`src/rtl/systola_pkg.sv`:
```
// Shared types and defaults for the column result writer.
package systola_pkg;
  typedef enum logic [1:0] {IDLE, RUN, DRAIN, DONE} wr_state_e;

  localparam int DW_DEF     = 32;
  localparam int AW_DEF     = 16;
  localparam int BURST_DEF  = 8;
  localparam int BURST_LOG2 = $clog2(BURST_DEF);
  localparam int NB_W       = 16;
endpackage

```
`src/rtl/result_fifo.sv`:
```
// Small synchronous FIFO buffering column results ahead of the write port.
module result_fifo #(
  parameter int DW    = 32,
  parameter int DEPTH = 4
) (
  input  logic          clk,
  input  logic          rst,
  input  logic          push,
  input  logic          pop,
  input  logic [DW-1:0] din,
  output logic [DW-1:0] dout,
  output logic          full,
  output logic          empty
);
  localparam int PW = $clog2(DEPTH);

  logic [DEPTH-1:0][DW-1:0] mem;
  logic [PW-1:0]            wp, rp;
  logic [PW:0]              cnt;
  logic                     do_push, do_pop;

  assign do_push = push && !full;
  assign do_pop  = pop && !empty;
  assign full    = (cnt == (PW+1)'(DEPTH));
  assign empty   = (cnt == '0);
  assign dout    = mem[rp];

  always_ff @(posedge clk or posedge rst) begin
    if (rst) begin
      mem <= '0;
      wp  <= '0;
      rp  <= '0;
      cnt <= '0;
    end else begin
      if (do_push) begin
        mem[wp] <= din;
        wp      <= wp + 1'b1;
      end
      if (do_pop) rp <= rp + 1'b1;
      case ({do_push, do_pop})
        2'b10:   cnt <= cnt + 1'b1;
        2'b01:   cnt <= cnt - 1'b1;
        default: cnt <= cnt;
      endcase
    end
  end
endmodule

```
`src/rtl/col_result_writer.sv`:
```
// Pops column results into a FIFO and emits addressed, burst-delimited write beats.
module col_result_writer
  import systola_pkg::*;
#(
  parameter int DW         = DW_DEF,
  parameter int AW         = AW_DEF,
  parameter int BURST      = BURST_DEF,
  parameter int FIFO_DEPTH = 4
) (
  input  logic            clk,
  input  logic            rst,
  input  logic            start,
  input  logic [AW-1:0]   base_addr,
  input  logic [NB_W-1:0] num_bursts,
  input  logic [DW-1:0]   in_r,
  input  logic            in_rvalid,
  output logic            in_rread,
  output logic            wr_valid,
  input  logic            wr_ready,
  output logic [AW-1:0]   wr_addr,
  output logic [DW-1:0]   wr_data,
  output logic            wr_last,
  output logic            busy,
  output logic            done
);
  localparam int BL = $clog2(BURST);
  localparam int CW = NB_W + BL;

  wr_state_e         state;
  logic [AW-1:0]     base;
  logic [CW-1:0]     total, pushed, written;
  logic              full, empty, push, pop;

  // Request only while words are still owed and there is room to land them.
  assign in_rread = (state == RUN) && (pushed < total) && !full;
  assign push     = in_rvalid && in_rread;
  assign wr_valid = !empty;
  assign pop      = wr_valid && wr_ready;
  assign wr_addr  = base + AW'(written);
  assign wr_last  = wr_valid && (written[BL-1:0] == BL'(BURST-1));
  assign busy     = (state == RUN) || (state == DRAIN);
  assign done     = (state == DONE);

  result_fifo #(.DW(DW), .DEPTH(FIFO_DEPTH)) u_fifo (
    .clk   (clk),
    .rst   (rst),
    .push  (push),
    .pop   (pop),
    .din   (in_r),
    .dout  (wr_data),
    .full  (full),
    .empty (empty)
  );

  always_ff @(posedge clk or posedge rst) begin
    if (rst) begin
      state   <= IDLE;
      base    <= '0;
      total   <= '0;
      pushed  <= '0;
      written <= '0;
    end else begin
      if (pop) written <= written + 1'b1;
      case (state)
        IDLE: if (start) begin
          base    <= base_addr;
          total   <= {num_bursts, BL'(0)};
          pushed  <= '0;
          written <= '0;
          state   <= (num_bursts != '0) ? RUN : DONE;
        end
        RUN: if (push) begin
          pushed <= pushed + 1'b1;
          if (pushed + 1'b1 == total) state <= DRAIN;
        end
        DRAIN: if (pop && (written + 1'b1 == total)) state <= DONE;
        DONE:    state <= IDLE;
        default: state <= IDLE;
      endcase
    end
  end
endmodule

```
`config.mk`:
```
export PLATFORM = sky130hd
export DESIGN_NAME = col_result_writer
export DESIGN_NICKNAME = d
export VERILOG_FILES = /design/src/rtl/systola_pkg.sv /design/src/rtl/result_fifo.sv /design/src/rtl/col_result_writer.sv
export SDC_FILE = /design/constraint.sdc
export NUM_CORES = 1
export LEC_CHECK = 0
export CAP_MARGIN = 5
export CORE_UTILIZATION = 50
export DETAILED_ROUTE_END_ITERATION = 10
export MAX_ROUTING_LAYER = met4
export PLACE_DENSITY = 0.77
export SETUP_SLACK_MARGIN = 0.05
export SYNTH_ARGS = -nofsm -noshare
export SYNTH_HDL_FRONTEND = slang
export SYNTH_SLANG_ARGS = --single-unit
```
`constraint.sdc`:
```
create_clock -name clk -period 21.9 [get_ports clk]
set_clock_uncertainty 0.15 [all_clocks]
set_input_delay 4.38 -clock clk [delete_from_list [all_inputs] [get_ports clk]]
set_output_delay 4.38 -clock clk [all_outputs]
set_load 0.01 [all_outputs]
```
==> results of run 1 <==
-- registers in the layout (all words and copies together) (netlist names) --
| signal | count |
|---|---|
| total | 16 |
| u_fifo.mem | 128 |
| base | 16 |
| u_fifo.cnt | 3 |
| written | 19 |
| state | 2 |
| u_fifo.wp | 2 |
| pushed | 19 |
| u_fifo.rp | 2 |
-- cells by family (layout without fill, tap and decap cells) --
logic type,count (synthesis),count (layout),share of synthesized area [%]
mux,189,189,21.3
compound gates,143,143,8.17
simple gates,226,226,10.8
flops,207,207,44.6
fa+ha+maj,45,45,4.97
buf+inv,95,207,4.29
xor+xnor,79,79,5.95
-- stage by stage --
step | cells | instance area (um^2)
floorplan | 984 | 11600
global placement | 1337 | 12900
detailed placement | 1337 | 12900
CTS | 1381 | 13800
global route | 1381 | 13800
finish | 1381 | 13800
-- power groups by stage --
| stage | Sequential [uW] | Combinational (uW) | Clock (uW) |
|---|---|---|---|
| after floorplan | 410 | 111 | 0 |
| after global placement | 424 | 157 | 0 |
| after detailed placement | 424 | 159 | 0 |
| after CTS | 418 | 161 | 464 |
| after global routing | 420 | 173 | 479 |
| final | 418 | 159 | 454 |
-- routing by layer --
layer	routed length [um]	part of all wire, %
met2	12500	49
met3	1440	5.7
met1	11200	44
met5	0	0
met4	329	1.3
-- cell usage in the layout (no fill, tap or decap), types with 11 or more instances in the layout --
cell type,Yosys,layout
inv_1,37,36
mux2_2,137,137
ha_1,43,43
clkbuf_16,0,24
dfrtp_1,207,206
o21ai_0,40,40
nor2_1,37,37
xor2_1,27,27
nand4_1,17,17
clkdlybuf4s50_1,0,121
mux4_2,32,32
nor3_1,14,14
nand2_1,52,52
a21oi_1,32,32
nor4_1,11,11
or3_1,11,11
nand3_1,32,32
xnor2_1,52,52
mux2i_1,12,12
-- area by class of cell --
cell class,instances,area [um^2]
fillers,1784,8900
multi-input cells,682,5950
flip-flops and latches,207,5180
repair buffers,126,1250
clock buffers,31,687
well taps,285,357
clock inverters,13,241
inverters,37,146
-- worst max-delay path by stage --
stage	start	depth (start not counted)	to	slack (ps)
floorplan	rst	1	base[0]$_DFFE_PP0P_	11720
global placement	written[1]$_DFF_PP0_	10	wr_addr[15]	14220
detailed placement	written[1]$_DFF_PP0_	10	wr_addr[15]	14110
CTS	written[1]$_DFF_PP0_	10	wr_addr[15]	13550
global route	written[1]$_DFF_PP0_	10	wr_addr[15]	13390
finish	written[1]$_DFF_PP0_	10	wr_addr[15]	13500
-- worst reg2reg max path: cells and delay by family, from the launching register on --
family,cells,cell delay [ps]
and+or+nand+nor,2,480
AOI/OAI and AO/OA,5,1190
adders and majority gates,3,710
buffers and inverters,2,160
xor gates and xnor gates,2,290
DFF,1,570
==> metrics.txt, run 1 <==
status completed; Worst-path clk slew roughly 60 ps; die height around 150 um; GRT Residual Overflow 0; H-tree Lvls 1; Yosys cell types between 70 and 80; Syn Std Cell Area roughly 0.012 mm^2; Synth-to-Final Area Change 18.8%; Num Clock Sinks 207; hold_ws about 340 ps; synth warn 0; Initial Util about 50%; crit-path leading delay family compound AO/OA/AOI/OAI gates; die area 0.0239 mm^2; number of enable flip-flop cells after synthesis 0; Hold Violations, Final 0; row cnt 55; hold buffers post-CTS 0; Post-synth ARST share between 90% and 100%; Final Max Tran Viols 0; post-CTS setup buffers 0; total global-route track usage 22.6%; P per Cell Area between 70 and 80 mW/mm^2; P_leak approximately 0.0064 uW; R2R setup slack approximately 18,000 ps; Final nets around 1,200; Worst Hold Launch u_fifo.mem[5]$_DFFE_PP0P_; sequential share of power 40.5%; Yosys top cell area share between 40% and 50%; R2R Path Start pushed[8]$_DFFE_PP0P_; Ports about 120; total power 1030 uW; met1 usage slightly below 30%; Critical Path AT a little under 4000 ps; syn_area_per_cell 11.8 um^2; CTS tree built; fin util roughly three fifths; GRT busiest layer met2; period utilization a little under two fifths; routed via count 8,140; core box area ~0.023 mm^2; slew margin rel. a little over a third; number of global-route vias before repair around 8,200; post-cts sizing count 0; largest net degree at the start of global routing ~130; Die W 154 um; DR WL/cell about 18 um; DRC viols 0; predominant post-synthesis flop cell dfrtp_1; RSZ-0062 raised after global routing no; initial antenna violation count 0; Post-Syn Instances about 980; Vias per Instance 5.89; Synth area leaders dfrtp_1 (45%), mux2_2 (13%), mux4_2 (6.2%); layout cells sized above 1 22.1%; Worst Hold Path Cells 1; Largest stage delay, worst path approximately 550 ps; maximum VDD drop between 60 and 70 uV; Psw around 270 uW; TritonRoute pass-1 iters 5; Reg2Reg Depth 14; count leader, synth dfrtp_1; worst reg2reg path endpoint u_fifo.cnt[2]$_DFFE_PP0P_; Iteration-0 DRC Markers approximately 640; TritonCTS Buffers 24; DP Worst Slack approximately 14,000 ps; Period minus WS final approximately 8400 ps; HP Class register to register; clock root buffer master clkbuf_16; Buf+Inv Stages, Crit Path 1; crit-path max FO 8; f_max about 120 MHz; register area share after synthesis around 45%; Fin Setup TNS 0 ps; DP HPWL between 15,000 and 20,000 um; CP required approximately 17,000 ps; fin worst setup slack around 14,000 ps; flops & latches, synth 207; Power Internal ~760 uW; met2 Track Usage GR approximately 37%; worst slew pin tran between 900 and 1000 ps; switch share between 20% and 30%; dominant cell type by area after synthesis dfrtp_1; CTS max path bufs 3; worst path cell trace ha_1 -> a21o_1 -> a311o_1 -> o311ai_0 -> a31oi_1 -> nand4_1 -> nand4b_1 -> a21oi_1 -> xnor2_1 -> clkdlybuf4s50_1; routability cong. approximately 0.94; M3 GR Usage between 3 and 4%; combinational power share between 15 and 20%; clock network power share 44.1%; first-pass GRT wire length 42,200 um; crit start category register; setup violators final 0; antenna cells 0; CP max-delay cell o311ai_0; most frequent cells after synthesis dfrtp_1 (207), mux2_2 (137), nand2_1 (52), xnor2_1 (52), ha_1 (43); Hold EP u_fifo.mem[5]$_DFFE_PP0P_; Clock Latency Late Sink 520 ps; syn nets about 1,100; Max Cap Viol 0; CP endpoint kind output pin; antenna-violating nets left 0; final wirelength between 20,000 and 30,000 um; Critical Setup Path Class register to output pin; # port buffers about 120
No activity file was read; power rests on OpenSTA's default activity.
==> run 2, diff against run 1 <==
- PLACE_DENSITY: 0.77 -> 0.8
- clock period: 21.9 -> 7.3 ns (I/O delays scaled with it)
==> run 2 against run 1 <==
  * Count of clock-buffer cells in the layout rose by 2
  * Non-clock buffer count did not move
  * Global-route usage fell by 0.28 points
  * Core utilization fell by 0.39 points
  * Sequential share of layout area rose by 0.24 points
  * Combinational power rose to 3.1 times the previous value
  * Clock power rose to 2.7 times the previous value
  * First-iteration DRC count fell by 15%
  * Die area did not move
==> metrics.txt, run 2 (synthesized netlist as in run 1, its figures left out) <==
status completed; slew margin rel. 39.8% (+5.0 points); die area 0.0239 mm^2 (unchanged); CTS max path bufs 3 (unchanged); P per Cell Area 216 mW/mm^2 (+190%); met1 usage 30.2% (+0.72 points); TritonRoute pass-1 iters 5 (unchanged); DRC viols 0 (unchanged); first-pass GRT wire length 41,900 um (-0.70%); Final nets 1,193 (+0.084%); initial antenna violation count 0 (unchanged); core box area 0.0227 mm^2 (unchanged); Psw 805 uW (+200%); total global-route track usage 22.3% (-0.28 points); Hold Violations, Final 0 (unchanged); Power Internal 2160 uW (+180%); worst slew pin tran 902 ps (-74.6 ps); biggest regs u_fifo.mem: 128 flops, pushed: 19 flops, written: 19 flops; routability cong. 0.909 (-2.9%); Clock Latency Late Sink 530 ps (about the same); Worst-path clk slew 60 ps (about the same); antenna-violating nets left 0 (unchanged); Fill cells 1,800 (+0.90%); Fin Setup TNS 0 ps (unchanged); layout cells sized above 1 21.8% (-0.27 points); clock root buffer master clkbuf_16; switch share 27.2% (+1.3 points); GRT Residual Overflow 0 (unchanged); Critical Setup Path Class register to output pin; Num Clock Sinks 207 (unchanged); DP HPWL 16,800 um (-2.2%); post-CTS setup buffers 0 (unchanged); M3 GR Usage 2.77% (-0.87 points); Die W 154 um (unchanged); RSZ-0062 raised after global routing no; Synth-to-Final Area Change 18.0%; row cnt 55 (unchanged); Max Cap Viol 0 (unchanged); Final Max Tran Viols 0 (unchanged); Initial Util 51.2% (unchanged); die height 154 um (unchanged); routed via count 8,136 (-0.049%); CP endpoint kind output pin; met2 Track Usage GR 35.7% (-1.7 points); sequential share of power 41.4% (+0.9 points); hold buffers post-CTS 0 (unchanged); leading cell type in the layout, fill and taps excluded dfrtp_1; CTS tree built; clock network power share 41.8% (-2.3 points); number of global-route vias before repair 8,181 (-0.23%); GRT busiest layer met2; area occupied by registers 0.00518 mm^2 (unchanged); TritonCTS Buffers 25 (+4.2%); f_max 188 MHz; DR WL/cell 18.1 um (-1.9%); area of the multi-input gates 0.00595 mm^2 (unchanged); Critical Path AT 3720 ps (-150 ps); Period minus WS final roughly 5300 ps; largest net degree at the start of global routing 177 (+32%); maximum VDD drop 190 uV (+200%); HP Class register to register; final wirelength 25,000 um (-1.9%); Ports 122 (unchanged); P_leak 0.00629 uW (-0.93%); Iteration-0 DRC Markers 544 (-15%); CP required 5690 ps (-11,680 ps); # port buffers 121 (unchanged); fin util 60.4% (-0.39 points); setup violators final 0 (unchanged); antenna cells 0 (unchanged); combinational power share 16.7% (+1.3 points); number of flip-flops in the largest register 128 (unchanged); crit-path max FO 8 (unchanged); post-cts sizing count 0 (unchanged); H-tree Lvls 1 (unchanged); crit start category register; Vias per Instance 5.89 (about the same); largest reg by FF count u_fifo.mem; period utilization between 70% and 80%; most frequent cells in the layout dfrtp_1 (206), mux2_2 (137), clkdlybuf4s50_1 (121)
-- run 2: cell types whose count changed in the layout (fill, tap and decap cells not counted), moves of 2 or more --
cell	previous run	this run
clkbuf_8	6	4
clkinv_8	2	0
bufinv_16	6	2
clkbuf_1	1	4
clkinvlp_4	0	4
-- run 2: per-stage QoR --
| stage | hold slack [ps] | cells | instance area, um^2 | setup slack (ps) | power [uW] |
|---|---|---|---|---|---|
| floorplan | 306 | 984 | 11600 | 3000 | 1560 |
| global placement | 320 | 1337 | 12900 | 2550 | 1740 |
| detailed placement | 330 | 1337 | 12900 | 2530 | 1750 |
| CTS | 343 | 1381 | 13700 | 1970 | 3000 |
| global route | 362 | 1381 | 13700 | 1770 | 3090 |
| finish | 341 | 1381 | 13700 | 1970 | 2970 |
-- run 2: final timing paths --
check	from	endpoint	slack, ps	cells past startpoint
setup / recovery	written[1]$_DFF_PP0_	wr_addr[13]	1970	9
setup reg to reg	total[12]$_DFFE_PP0P_	u_fifo.cnt[2]$_DFFE_PP0P_	3530	15
min in group asynchronous	rst	base[15]$_DFFE_PP0P_	1240	2
hold reg to reg	u_fifo.mem[3]$_DFFE_PP0P_	u_fifo.mem[3]$_DFFE_PP0P_	340	1
max in group asynchronous	rst	u_fifo.mem[82]$_DFFE_PP0P_	4430	3
hold / removal	u_fifo.mem[3]$_DFFE_PP0P_	u_fifo.mem[3]$_DFFE_PP0P_	340	1
-- run 2: per-layer routing --
metal	share of wire (%)	routed length [um]
met3	4.8	1210
met2	48	12000
met1	45	11200
met4	2.4	597
met5	0	0
-- run 2: power groups by stage --
stage	clock, uW	sequential, uW	combinational [uW]
2_1_floorplan	0	1230	334
3_3_place_gp	0	1250	495
3_5_place_dp	0	1250	501
4_1_cts	1260	1230	505
5_1_grt	1310	1230	547
6_report	1240	1230	496
-- run 2: cell type report --
type	instances	area share [%]
Sequential cell	207	37.8
Tap cell	285	2.60
Clock buffer	33	5.07
Timing Repair Buffer	126	9.19
Clock inverter	11	0.985
Multi-Input combinational cell	682	43.4
Inverter	37	1.04
-- run 2: worst max-delay path, stage by stage, from the launching register on --
cell and delay, ps:
dfrtp_1 460, ha_1 300, a21o_1 190, a311o_1 380, o311ai_0 470, a31oi_1 260, a21o_1 230, a21oi_1 170
xnor2_1 150, clkdlybuf4s50_1 560
